## src/rtl/mem_stage_ctrl_pkg.sv

```systemverilog
// rtl/mem_stage_ctrl_pkg.sv - shared constants, FSM encoding and MEM/WB entry type
package mem_stage_ctrl_pkg;

  localparam int MEM_R_BIT  = 1;
  localparam int MEM_W_BIT  = 0;
  localparam int REG_ADDR_W = 5;
  localparam int DATA_W     = 32;

  typedef enum logic {
    IDLE = 1'b0,
    WAIT = 1'b1
  } state_e;

  typedef struct packed {
    logic                  wb_en;
    logic                  mem_r_en;
    logic [REG_ADDR_W-1:0] dest;
    logic [DATA_W-1:0]     pc;
    logic [DATA_W-1:0]     alu_result;
    logic [DATA_W-1:0]     mem_data;
  } memwb_t;

  // MEM_Signal = 2'b11 is treated as a read, so only a pure write-enable stores.
  function automatic logic is_store(input logic [1:0] mem_signal);
    return mem_signal[MEM_W_BIT] && !mem_signal[MEM_R_BIT];
  endfunction

endpackage

```

## src/rtl/mem_stage_ctrl_if.sv

```systemverilog
// rtl/mem_stage_ctrl_if.sv - word-memory req/ready handshake between the memory stage and memory
interface mem_stage_ctrl_if #(
  parameter int ADDR_W = 16
) ();
  import mem_stage_ctrl_pkg::*;

  logic              mem_req;
  logic              mem_we;
  logic [ADDR_W-1:0] mem_addr;
  logic [DATA_W-1:0] mem_wdata;
  logic [DATA_W-1:0] mem_rdata;
  logic              mem_ready;

  modport master (
    output mem_req,
    output mem_we,
    output mem_addr,
    output mem_wdata,
    input  mem_rdata,
    input  mem_ready
  );

  modport slave (
    input  mem_req,
    input  mem_we,
    input  mem_addr,
    input  mem_wdata,
    output mem_rdata,
    output mem_ready
  );

endinterface

```

## src/rtl/mem_stage_ctrl_memwb.sv

```systemverilog
// rtl/mem_stage_ctrl_memwb.sv - MEM/WB pipeline register, loads a bubble while frozen
module mem_stage_ctrl_memwb
  import mem_stage_ctrl_pkg::*;
(
  input  logic   clk,
  input  logic   rst,
  input  logic   freeze_i,
  input  memwb_t entry_i,
  output memwb_t entry_o
);

  memwb_t entry_q;
  memwb_t entry_d;

  always_comb begin
    entry_d = entry_i;
    if (freeze_i) begin
      entry_d = '0;
    end
  end

  always_ff @(posedge clk) begin
    if (rst) begin
      entry_q <= '0;
    end else begin
      entry_q <= entry_d;
    end
  end

  assign entry_o = entry_q;

endmodule

```

## src/rtl/mem_stage_ctrl.sv

```systemverilog
// rtl/mem_stage_ctrl.sv - memory stage: load/store handshake, upstream freeze, timeout abort, MEM/WB feed
module mem_stage_ctrl
  import mem_stage_ctrl_pkg::*;
#(
  parameter int ADDR_W  = 16,
  parameter int TIMEOUT = 64
) (
  input  logic                  clk,
  input  logic                  rst,

  input  logic                  WB_en_in,
  input  logic [1:0]            MEM_Signal_in,
  input  logic [REG_ADDR_W-1:0] dest_in,
  input  logic [DATA_W-1:0]     PC_in,
  input  logic [DATA_W-1:0]     ALU_result_in,
  input  logic [DATA_W-1:0]     reg2_in,

  mem_stage_ctrl_if.master      mem,

  output logic                  freeze,
  output logic                  mem_err,

  output logic                  WB_en_out,
  output logic                  MEM_R_en_out,
  output logic [REG_ADDR_W-1:0] dest_out,
  output logic [DATA_W-1:0]     PC_out,
  output logic [DATA_W-1:0]     ALU_result_out,
  output logic [DATA_W-1:0]     mem_data_out
);

  localparam int CNT_W = (TIMEOUT > 1) ? $clog2(TIMEOUT) : 1;

  state_e            state_q, state_d;
  logic [CNT_W-1:0]  cnt_q, cnt_d;
  logic              we_q, we_d;
  logic [ADDR_W-1:0] addr_q, addr_d;
  logic [DATA_W-1:0] wdata_q, wdata_d;
  logic              err_q, err_d;

  logic              acc;
  logic              in_wait;
  logic              done_ok;
  logic              timeout_hit;
  logic              rd_done;
  memwb_t            wb_entry;
  memwb_t            wb_q;

  assign acc     = |MEM_Signal_in;
  assign in_wait = (state_q == WAIT);
  assign done_ok = in_wait && mem.mem_ready;
  assign rd_done = done_ok && !we_q;

  // mem_ready wins over an expiring counter in the same cycle.
  generate
    if (TIMEOUT != 0) begin : g_timeout
      assign timeout_hit = in_wait && !mem.mem_ready && (cnt_q == CNT_W'(TIMEOUT - 1));
    end else begin : g_no_timeout
      assign timeout_hit = 1'b0;
    end
  endgenerate

  always_comb begin
    state_d = state_q;
    cnt_d   = cnt_q;
    we_d    = we_q;
    addr_d  = addr_q;
    wdata_d = wdata_q;
    err_d   = 1'b0;
    case (state_q)
      IDLE: begin
        cnt_d = '0;
        if (acc) begin
          state_d = WAIT;
          we_d    = is_store(MEM_Signal_in);
          addr_d  = ALU_result_in[ADDR_W+1:2];
          wdata_d = reg2_in;
        end
      end
      WAIT: begin
        if (done_ok || timeout_hit) begin
          state_d = IDLE;
          cnt_d   = '0;
          err_d   = timeout_hit;
        end else begin
          cnt_d = cnt_q + CNT_W'(1);
        end
      end
      default: begin
        state_d = IDLE;
        cnt_d   = '0;
      end
    endcase
  end

  always_ff @(posedge clk) begin
    if (rst) begin
      state_q <= IDLE;
      cnt_q   <= '0;
      we_q    <= 1'b0;
      addr_q  <= '0;
      wdata_q <= '0;
      err_q   <= 1'b0;
    end else begin
      state_q <= state_d;
      cnt_q   <= cnt_d;
      we_q    <= we_d;
      addr_q  <= addr_d;
      wdata_q <= wdata_d;
      err_q   <= err_d;
    end
  end

  assign mem.mem_req   = in_wait;
  assign mem.mem_we    = we_q;
  assign mem.mem_addr  = addr_q;
  assign mem.mem_wdata = wdata_q;

  // Upstream is released on the completing (or aborting) cycle so EXE/MEM advances with it.
  assign freeze  = acc && !(done_ok || timeout_hit);
  assign mem_err = err_q;

  always_comb begin
    wb_entry            = '0;
    wb_entry.wb_en      = WB_en_in;
    wb_entry.mem_r_en   = MEM_Signal_in[MEM_R_BIT];
    wb_entry.dest       = dest_in;
    wb_entry.pc         = PC_in;
    wb_entry.alu_result = ALU_result_in;
    wb_entry.mem_data   = rd_done ? mem.mem_rdata : '0;
  end

  mem_stage_ctrl_memwb u_memwb (
    .clk      (clk),
    .rst      (rst),
    .freeze_i (freeze),
    .entry_i  (wb_entry),
    .entry_o  (wb_q)
  );

  assign WB_en_out      = wb_q.wb_en;
  assign MEM_R_en_out   = wb_q.mem_r_en;
  assign dest_out       = wb_q.dest;
  assign PC_out         = wb_q.pc;
  assign ALU_result_out = wb_q.alu_result;
  assign mem_data_out   = wb_q.mem_data;

endmodule

```

## src/flat_wrapper.sv

```systemverilog
// flat-port wrapper written by rule: the top's interface ports become plain ports
module mem_stage_ctrl_flat import mem_stage_ctrl_pkg::*;
#(
  parameter int ADDR_W  = 16,
  parameter int TIMEOUT = 64
)
  (clk, rst, WB_en_in, MEM_Signal_in, dest_in, PC_in, ALU_result_in, reg2_in, freeze, mem_err, WB_en_out, MEM_R_en_out, dest_out, PC_out, ALU_result_out, mem_data_out, mem_mem_req, mem_mem_we, mem_mem_addr, mem_mem_wdata, mem_mem_rdata, mem_mem_ready);
  mem_stage_ctrl_if #(.ADDR_W(ADDR_W)) mem_i ();
  input  logic clk;
  input  logic rst;
  input  logic WB_en_in;
  input  logic [1:0] MEM_Signal_in;
  input  logic [REG_ADDR_W-1:0] dest_in;
  input  logic [DATA_W-1:0] PC_in;
  input  logic [DATA_W-1:0] ALU_result_in;
  input  logic [DATA_W-1:0] reg2_in;
  output logic freeze;
  output logic mem_err;
  output logic WB_en_out;
  output logic MEM_R_en_out;
  output logic [REG_ADDR_W-1:0] dest_out;
  output logic [DATA_W-1:0] PC_out;
  output logic [DATA_W-1:0] ALU_result_out;
  output logic [DATA_W-1:0] mem_data_out;
  output wire logic [$bits(mem_i.mem_req)-1:0] mem_mem_req;
  output wire logic [$bits(mem_i.mem_we)-1:0] mem_mem_we;
  output wire logic [$bits(mem_i.mem_addr)-1:0] mem_mem_addr;
  output wire logic [$bits(mem_i.mem_wdata)-1:0] mem_mem_wdata;
  input wire logic [$bits(mem_i.mem_rdata)-1:0] mem_mem_rdata;
  input wire logic [$bits(mem_i.mem_ready)-1:0] mem_mem_ready;
  assign mem_mem_req = mem_i.mem_req;
  assign mem_mem_we = mem_i.mem_we;
  assign mem_mem_addr = mem_i.mem_addr;
  assign mem_mem_wdata = mem_i.mem_wdata;
  assign mem_i.mem_rdata = mem_mem_rdata;
  assign mem_i.mem_ready = mem_mem_ready;
  mem_stage_ctrl #(.ADDR_W(ADDR_W), .TIMEOUT(TIMEOUT)) u_core (.clk(clk), .rst(rst), .WB_en_in(WB_en_in), .MEM_Signal_in(MEM_Signal_in), .dest_in(dest_in), .PC_in(PC_in), .ALU_result_in(ALU_result_in), .reg2_in(reg2_in), .mem(mem_i), .freeze(freeze), .mem_err(mem_err), .WB_en_out(WB_en_out), .MEM_R_en_out(MEM_R_en_out), .dest_out(dest_out), .PC_out(PC_out), .ALU_result_out(ALU_result_out), .mem_data_out(mem_data_out));
endmodule
```

## config.mk

```make
export PLATFORM = sky130hd
export DESIGN_NAME = mem_stage_ctrl_flat
export DESIGN_NICKNAME = d
export VERILOG_FILES = /design/src/rtl/mem_stage_ctrl_pkg.sv /design/src/rtl/mem_stage_ctrl_if.sv /design/src/rtl/mem_stage_ctrl_memwb.sv /design/src/rtl/mem_stage_ctrl.sv /design/src/flat_wrapper.sv
export SDC_FILE = /design/constraint.sdc
export NUM_CORES = 1
export LEC_CHECK = 0
export ABC_AREA = 0
export CAP_MARGIN = 10
export CORE_UTILIZATION = 42
export CTS_CLUSTER_DIAMETER = 120
export CTS_CLUSTER_SIZE = 28
export DETAILED_ROUTE_END_ITERATION = 7
export PLACE_DENSITY = 0.84
export SYNTH_ARGS = -nofsm -noshare
export SYNTH_HDL_FRONTEND = slang
export SYNTH_HIERARCHICAL = 1
export SYNTH_SLANG_ARGS = --single-unit
```

## constraint.sdc

```tcl
create_clock -name clk -period 2.44 [get_ports clk]
set_input_delay 0.732 -clock clk [delete_from_list [all_inputs] [get_ports clk]]
set_output_delay 0.732 -clock clk [all_outputs]
set_load 0.05 [all_outputs]
```

==> run_results.csv, run 1 <==
group,metric,value,unit
run_status,status,"complete, no violations",
placement,post_dp_cell_area,8646,sq um
timing,post-route-min-period,2.355,ns
die,die_w,117.8,um
synthesis,synthCells,514,
clock_network,cts_max_level,4,
synthesis,synth_commonest_cells,"dfxtp_1, nand2_1, nor3b_2, a21oi_1, nor3b_1",
grt,grt_max_degree,105,
power,p_seq_share,40.7,%
timing,max_slew_margin,59.07,%
timing,fmax,424.6,MHz
power,switching_power,1.855,mW
synthesis,synth_cell_types,31,
critical_path,r2r_cells,8,
drt,wirelength,15.41,mm
critical_path,crit_slowest_cell,"clkdlybuf4s50_1",
critical_path,cp-end-kind,"output port",
grt,grt_pass1_wl,24.37,mm
critical_path,crit_family,"buffers and inverters",
grt,grt-ovfl-total,0,
grt,grt.total_usage,22.33,%
placement,post-dp-hpwl,10.87,mm
critical_path,crit_start,"u_core/mem.mem_we$_SDFFE_PP0P_",
drt,avgViaCountPerCell,4.680,
synthesis,yosysSeqAreaShare,56.84,%
cells_and_area,nets,937,
synthesis,yosysWarnings,6,
placement,place.gp.congestion,0.7757,
grt,first_global_vias,4726,
clock_network,path_clk_slew,0.06,ns
clock_network,insertion_delay,0.41,ns
power,internal-power,4.996,mW
critical_path,worst-r2r-setup-slack,0.36,ns
clock_network,clock_sinks,160,
timing,setup_tns,0,ns
critical_path,cp_data_required_time,1.71,ns
power,p_leak,3.366,nW
cells_and_area,syn2layout_area_growth,65.03,%
cells_and_area,final_cells,982,
cells_and_area,fin_area,9300,sq um
critical_path,cp-start-kind,"flip-flop",
power,p_per_area,736.7,nW/um^2
clock_network,root_buffer,"clkbuf_16",
synthesis,synth_edf_count,0,
power,swShare,27.08,%
die,core,12820,sq um
synthesis,syn-cell-area,5635,sq um
min_path,hold_end,"u_core/mem.mem_wdata[22]$_SDFFE_PP0P_",
power,pwr-share-comb,19.5,%
critical_path,slowest_delay,0.84,ns
placement,dp.cells,949,
drt,first_pass_iters,4,
synthesis,syn-num-nets,654,
placement,portBuffers,293,
synthesis,syn_area_per_cell,10.96,sq um
clock_network,cts_hold_buf,0,
synthesis,synth_flop_cell,"dfxtp_1",
critical_path,cp_num_buf_inv,1,
timing,rsz0062_at_grt,"no",
synthesis,async_reset_ff_share,0,%
timing,setup_viol,0,
job,cap_violations,0,
clock_network,cts_buffer_depth,2,
cells_and_area,fin_util,72.52,%
timing,period_share,96.53,%
die,start_util,43.94,%
clock_network,cts_buffers,17,
cells_and_area,fillers,903,
placement,place_ws,-0.04803,ns
drt,num_vias,4596,
timing,whs,0.4554,ns
timing,setup_ws,0.08463,ns
drt,drcViolationCount,0,
power,clockPowerShare,39.8,%
power,ir_drop,405.6,uV
timing,fin_skew,0.007190,ns
critical_path,worstPathArrival,1.62,ns
power,total_power,6.851,mW
critical_path,worst-path-max-fanout,3,
synthesis,synth.most_common_cell,"dfxtp_1",
critical_path,r2r-start,"u_core/cnt_q[0]$_SDFF_PP0_",
synthesis,synth_seq_cells,160,
critical_path,cp_cell_sequence,"clkdlybuf4s50_1",
timing,slew_violations,0,
die,boundaryPins,294,
die,die_h,117.8,um
cells_and_area,drive_above_1_share,15.43,%
min_path,hp-start,"u_core/mem.mem_wdata[22]$_SDFFE_PP0P_",
timing,worst_pin_slew,0.6139,ns
grt,antenna_found_initial,0,
min_path,hold_depth,2,
min_path,min_path_type,"reg -> reg",
clock_network,cts_tree,"built",
drt,wl_per_cell,15.70,um
synthesis,ys_top_cells_by_area,"dfxtp_1, nor3b_2, nand2_1",
drt,drt_iter0_markers,202,
die,rows,41,
synthesis,synth.top_cell.area_share,56.84,%
synthesis,yosys.area.top_type,"dfxtp_1",
timing,hold_violations,0,
drt,ant_nets,0,
critical_path,crit_type,"reg -> out",
die,dieArea,13890,sq um
cells_and_area,n_antenna_cell,0,
critical_path,r2r_end,"u_core/u_memwb/entry_o[15]$_SDFF_PP0_",
[power groups by stage]
stage               Combinational [mW]  Sequential [mW]  Clock [mW]
detailed placement                1.34             2.85           0
CTS                               1.34             2.79        2.78
finish                            1.34             2.79        2.72
global placement                  1.32             2.84           0
floorplan                        0.381             3.27           0
global route                      1.41             2.80        2.90
[cells in the final DEF (no fill, tap or decap), types with 2 or more instances in the layout]
master,instances
clkbuf_16,17
nor2_2,2
and2_1,32
bufinv_16,3
inv_1,2
o21bai_4,2
buf_6,3
buf_4,7
clkbuf_8,4
clkdlybuf4s50_1,287
a21oi_1,49
dfxtp_1,160
nand2_1,99
dlymetal6s2s_1,2
nor3b_1,33
clkinvlp_4,3
clkinv_2,4
buf_12,4
nor3b_2,70
dlygate4sd2_1,2
nand3_1,3
nor2_1,5
[metal layers]
metal / up-vias / GRT usage, % / routed length [um] / part of all wire (%)
li1: 2257 / - / - / -
met1: 2102 / 22.88 / 5780 / 38
met2: 201 / 40.07 / 7916 / 51
met3: 36 / 7.607 / 1167 / 7.6
met4: 0 / 11.46 / 549 / 3.6
met5: - / 0 / 0 / 0
[how the worst max path moves through the flow]
| stage | depth (start not counted) | slack (ns) | to |
|---|---|---|---|
| floorplan | 4 | 0.03 | freeze |
| global placement | 4 | -0.04 | freeze |
| detailed placement | 4 | -0.05 | freeze |
| CTS | 5 | 0.003 | freeze |
| global route | 5 | 0.02 | freeze |
| finish | 1 | 0.08 | mem_mem_we |
[registers in the layout (all words and copies together), names as in the netlist]
name / cells
u_core/cnt_q: 6
u_core/mem_err: 1
u_core/mem.mem_addr: 16
u_core/mem.mem_req: 1
u_core/mem.mem_we: 1
u_core/u_memwb/entry_o: 103
u_core/mem.mem_wdata: 32
[final cells by class]
type / instances / area [sq um] / area share, %
sequential: 160 / 3203 / 34.44
clock inverter: 10 / 132.6 / 1.426
timing repair buffer: 305 / 3082 / 33.14
tap: 172 / 215.2 / 2.314
multi-input combinational: 311 / 2176 / 23.40
clock buffer: 22 / 484.2 / 5.207
inverter: 2 / 7.507 / 0.08072
[cells by family (layout without fill, tap and decap cells)]
logic type               Yosys count  count (layout)  share of synthesized area [%]
AO/OA/AOI/OAI                     58              58                          5.773
XOR/XNOR                           2               2                         0.3109
flip-flops                       160             160                          56.84
AND/OR/NAND/NOR                  250             250                          31.57
buffers and inverters             43             339                          5.284
adder cells (fa/ha/maj)            1               1                         0.2220
[what timing repair did]
action                     4_1_cts  5_1_grt
setup endpoints to repair        1        2
gates resized for setup          7        4
setup buffers                    1        0
hold endpoints to repair         0        0
pin swaps                        2        2
Note: power is estimated with default switching activity, not from simulation.
==> run 2, diff against run 1 <==
- CORE_ASPECT_RATIO: not set -> 0.8
- PLACE_DENSITY: 0.84 -> 0.85
==> run 2 against run 1 <==
Compared with the run above: final cell count rose by 0.20%; critical endpoint unchanged; hold slack got worse by 0.0032 ns; largest power group unchanged; largest cell class unchanged; sequential power is essentially flat; highest routed layer unchanged.
==> run_results.csv, run 2 (synthesis gave the netlist of run 1 again) <==
group,metric,value,unit
run_status,status,"complete, no violations",
critical_path,worstPathArrival,1.64,ns
grt,antenna_found_initial,0,
cells_and_area,fillers,923,
timing,setup_viol,0,
timing,slew_violations,0,
timing,worst_pin_slew,0.6005,ns
cells_and_area,final_cell_mix,"clkdlybuf4s50_1, dfxtp_1, nand2_1",
cells_and_area,drive_above_1_share,15.57,%
die,dieArea,13890,sq um
die,rows,37,
grt,first_global_vias,4577,
cells_and_area,n_antenna_cell,0,
drt,wl_per_cell,16.24,um
grt,grt_pass1_wl,24.50,mm
die,start_util,43.47,%
clock_network,path_clk_slew,0.06,ns
critical_path,cp_data_required_time,1.71,ns
clock_network,insertion_delay,0.42,ns
critical_path,cp-end-kind,"output port",
cells_and_area,syn2layout_area_growth,65.14,%
critical_path,crit_family,"buffers and inverters",
clock_network,post_cts_buffers,0,
cells_and_area,nets,936,
cells_and_area,largest_register_ffs,103,
critical_path,crit_type,"reg -> out",
clock_network,cts_max_level,4,
placement,dp.cells,952,
power,p_per_area,738.1,nW/um^2
placement,place_ws,-0.06104,ns
clock_network,clock_sinks,160,
clock_network,cts_buffers,17,
critical_path,worst-path-max-fanout,3,
timing,hold_violations,0,
grt,grt-ovfl-total,0,
drt,drt_iter0_markers,183,
timing,period_share,97.17,%
clock_network,cts_buffer_depth,2,
critical_path,cp_num_buf_inv,1,
critical_path,crit_slowest_cell,"clkdlybuf4s50_1",
cells_and_area,seq_area,3204,sq um
job,cap_violations,0,
critical_path,slowest_delay,0.85,ns
timing,fmax,421.8,MHz
timing,setup_tns,0,ns
die,die_h,105.6,um
cells_and_area,multi_input_area,2173,sq um
die,boundaryPins,294,
timing,post-route-min-period,2.371,ns
min_path,min_path_type,"reg -> reg",
placement,post-dp-hpwl,10.94,mm
power,ir_drop,494.8,uV
drt,first_pass_iters,4,
timing,max_slew_margin,59.97,%
grt,grt_max_degree,101,
critical_path,cp-start-kind,"flip-flop",
drt,avgViaCountPerCell,4.765,
grt,grt.total_usage,22.87,%
placement,portBuffers,293,
drt,drcViolationCount,0,
clock_network,root_buffer,"clkbuf_16",
die,core,12960,sq um
clock_network,cts_hold_buf,0,
cells_and_area,mostFrequentLayoutCell,"clkdlybuf4s50_1",
timing,fin_skew,0.005990,ns
drt,wirelength,15.98,mm
die,die_w,131.5,um
timing,setup_ws,0.06911,ns
timing,rsz0062_at_grt,"no",
drt,num_vias,4689,
drt,ant_nets,0,
placement,place.gp.congestion,0.8117,
critical_path,cp_cell_sequence,"clkdlybuf4s50_1",
cells_and_area,final_cells,984,
clock_network,cts_tree,"built",
power,p_leak,3.352,nW
## run 2: worst paths after layout
kind | startpoint | to | slack, ns | cells after the start
worst max-delay path | u_core/mem.mem_we$_SDFFE_PP0P_ | mem_mem_we | 0.07 | 1
worst min-delay path | u_core/mem.mem_wdata[17]$_SDFFE_PP0P_ | u_core/mem.mem_wdata[17]$_SDFFE_PP0P_ | 0.45 | 2
worst max register to register | u_core/cnt_q[0]$_SDFF_PP0_ | u_core/u_memwb/entry_o[64]$_SDFF_PP0_ | 0.61 | 7
worst min register to register | u_core/mem.mem_wdata[17]$_SDFFE_PP0P_ | u_core/mem.mem_wdata[17]$_SDFFE_PP0P_ | 0.45 | 2
## run 2: timing repair
action / CTS / global route
endpoints found under the hold margin: 0 / 0
setup endpoints to repair: 1 / 2
gates resized for setup: 8 / 3
pin swaps: 2 / 1
## run 2: power by group
| group | total [mW] | internal [mW] | switching, mW |
|---|---|---|---|
| Sequential | 2.79 | 2.74 | 0.0522 |
| Clock | 2.73 | 1.62 | 1.11 |
| Combinational | 1.35 | 0.553 | 0.798 |
| Total | 6.87 | 4.91 | 1.96 |
## run 2: layout make-up
type	instances	share of cell area [%]
inverters	2	0.08067
clock inverters	15	1.990
multi-input cells	311	23.35
flip-flops and latches	160	34.43
clock buffers	17	4.571
repair buffers	304	33.22
well taps	175	2.353
## run 2: routing by layer
metal	GRT usage [%]	vias up	part of all wire, %
met4	11.38	0	3.3
met5	0	-	0
met1	25.02	2224	40
met2	40.85	168	52
met3	6.205	37	5.3
li1	-	2260	-
## run 2: per-stage QoR
stage	power (mW)	utilization, %	hold WS [ns]	area, sq um
floorplan	3.650	-	0.4408	5640
global placement	4.167	66.92	0.4414	8675
detailed placement	4.193	66.92	0.4470	8675
CTS	6.913	71.73	0.4555	9298
global route	7.090	71.80	0.4702	9306
finish	6.870	71.80	0.4522	9306
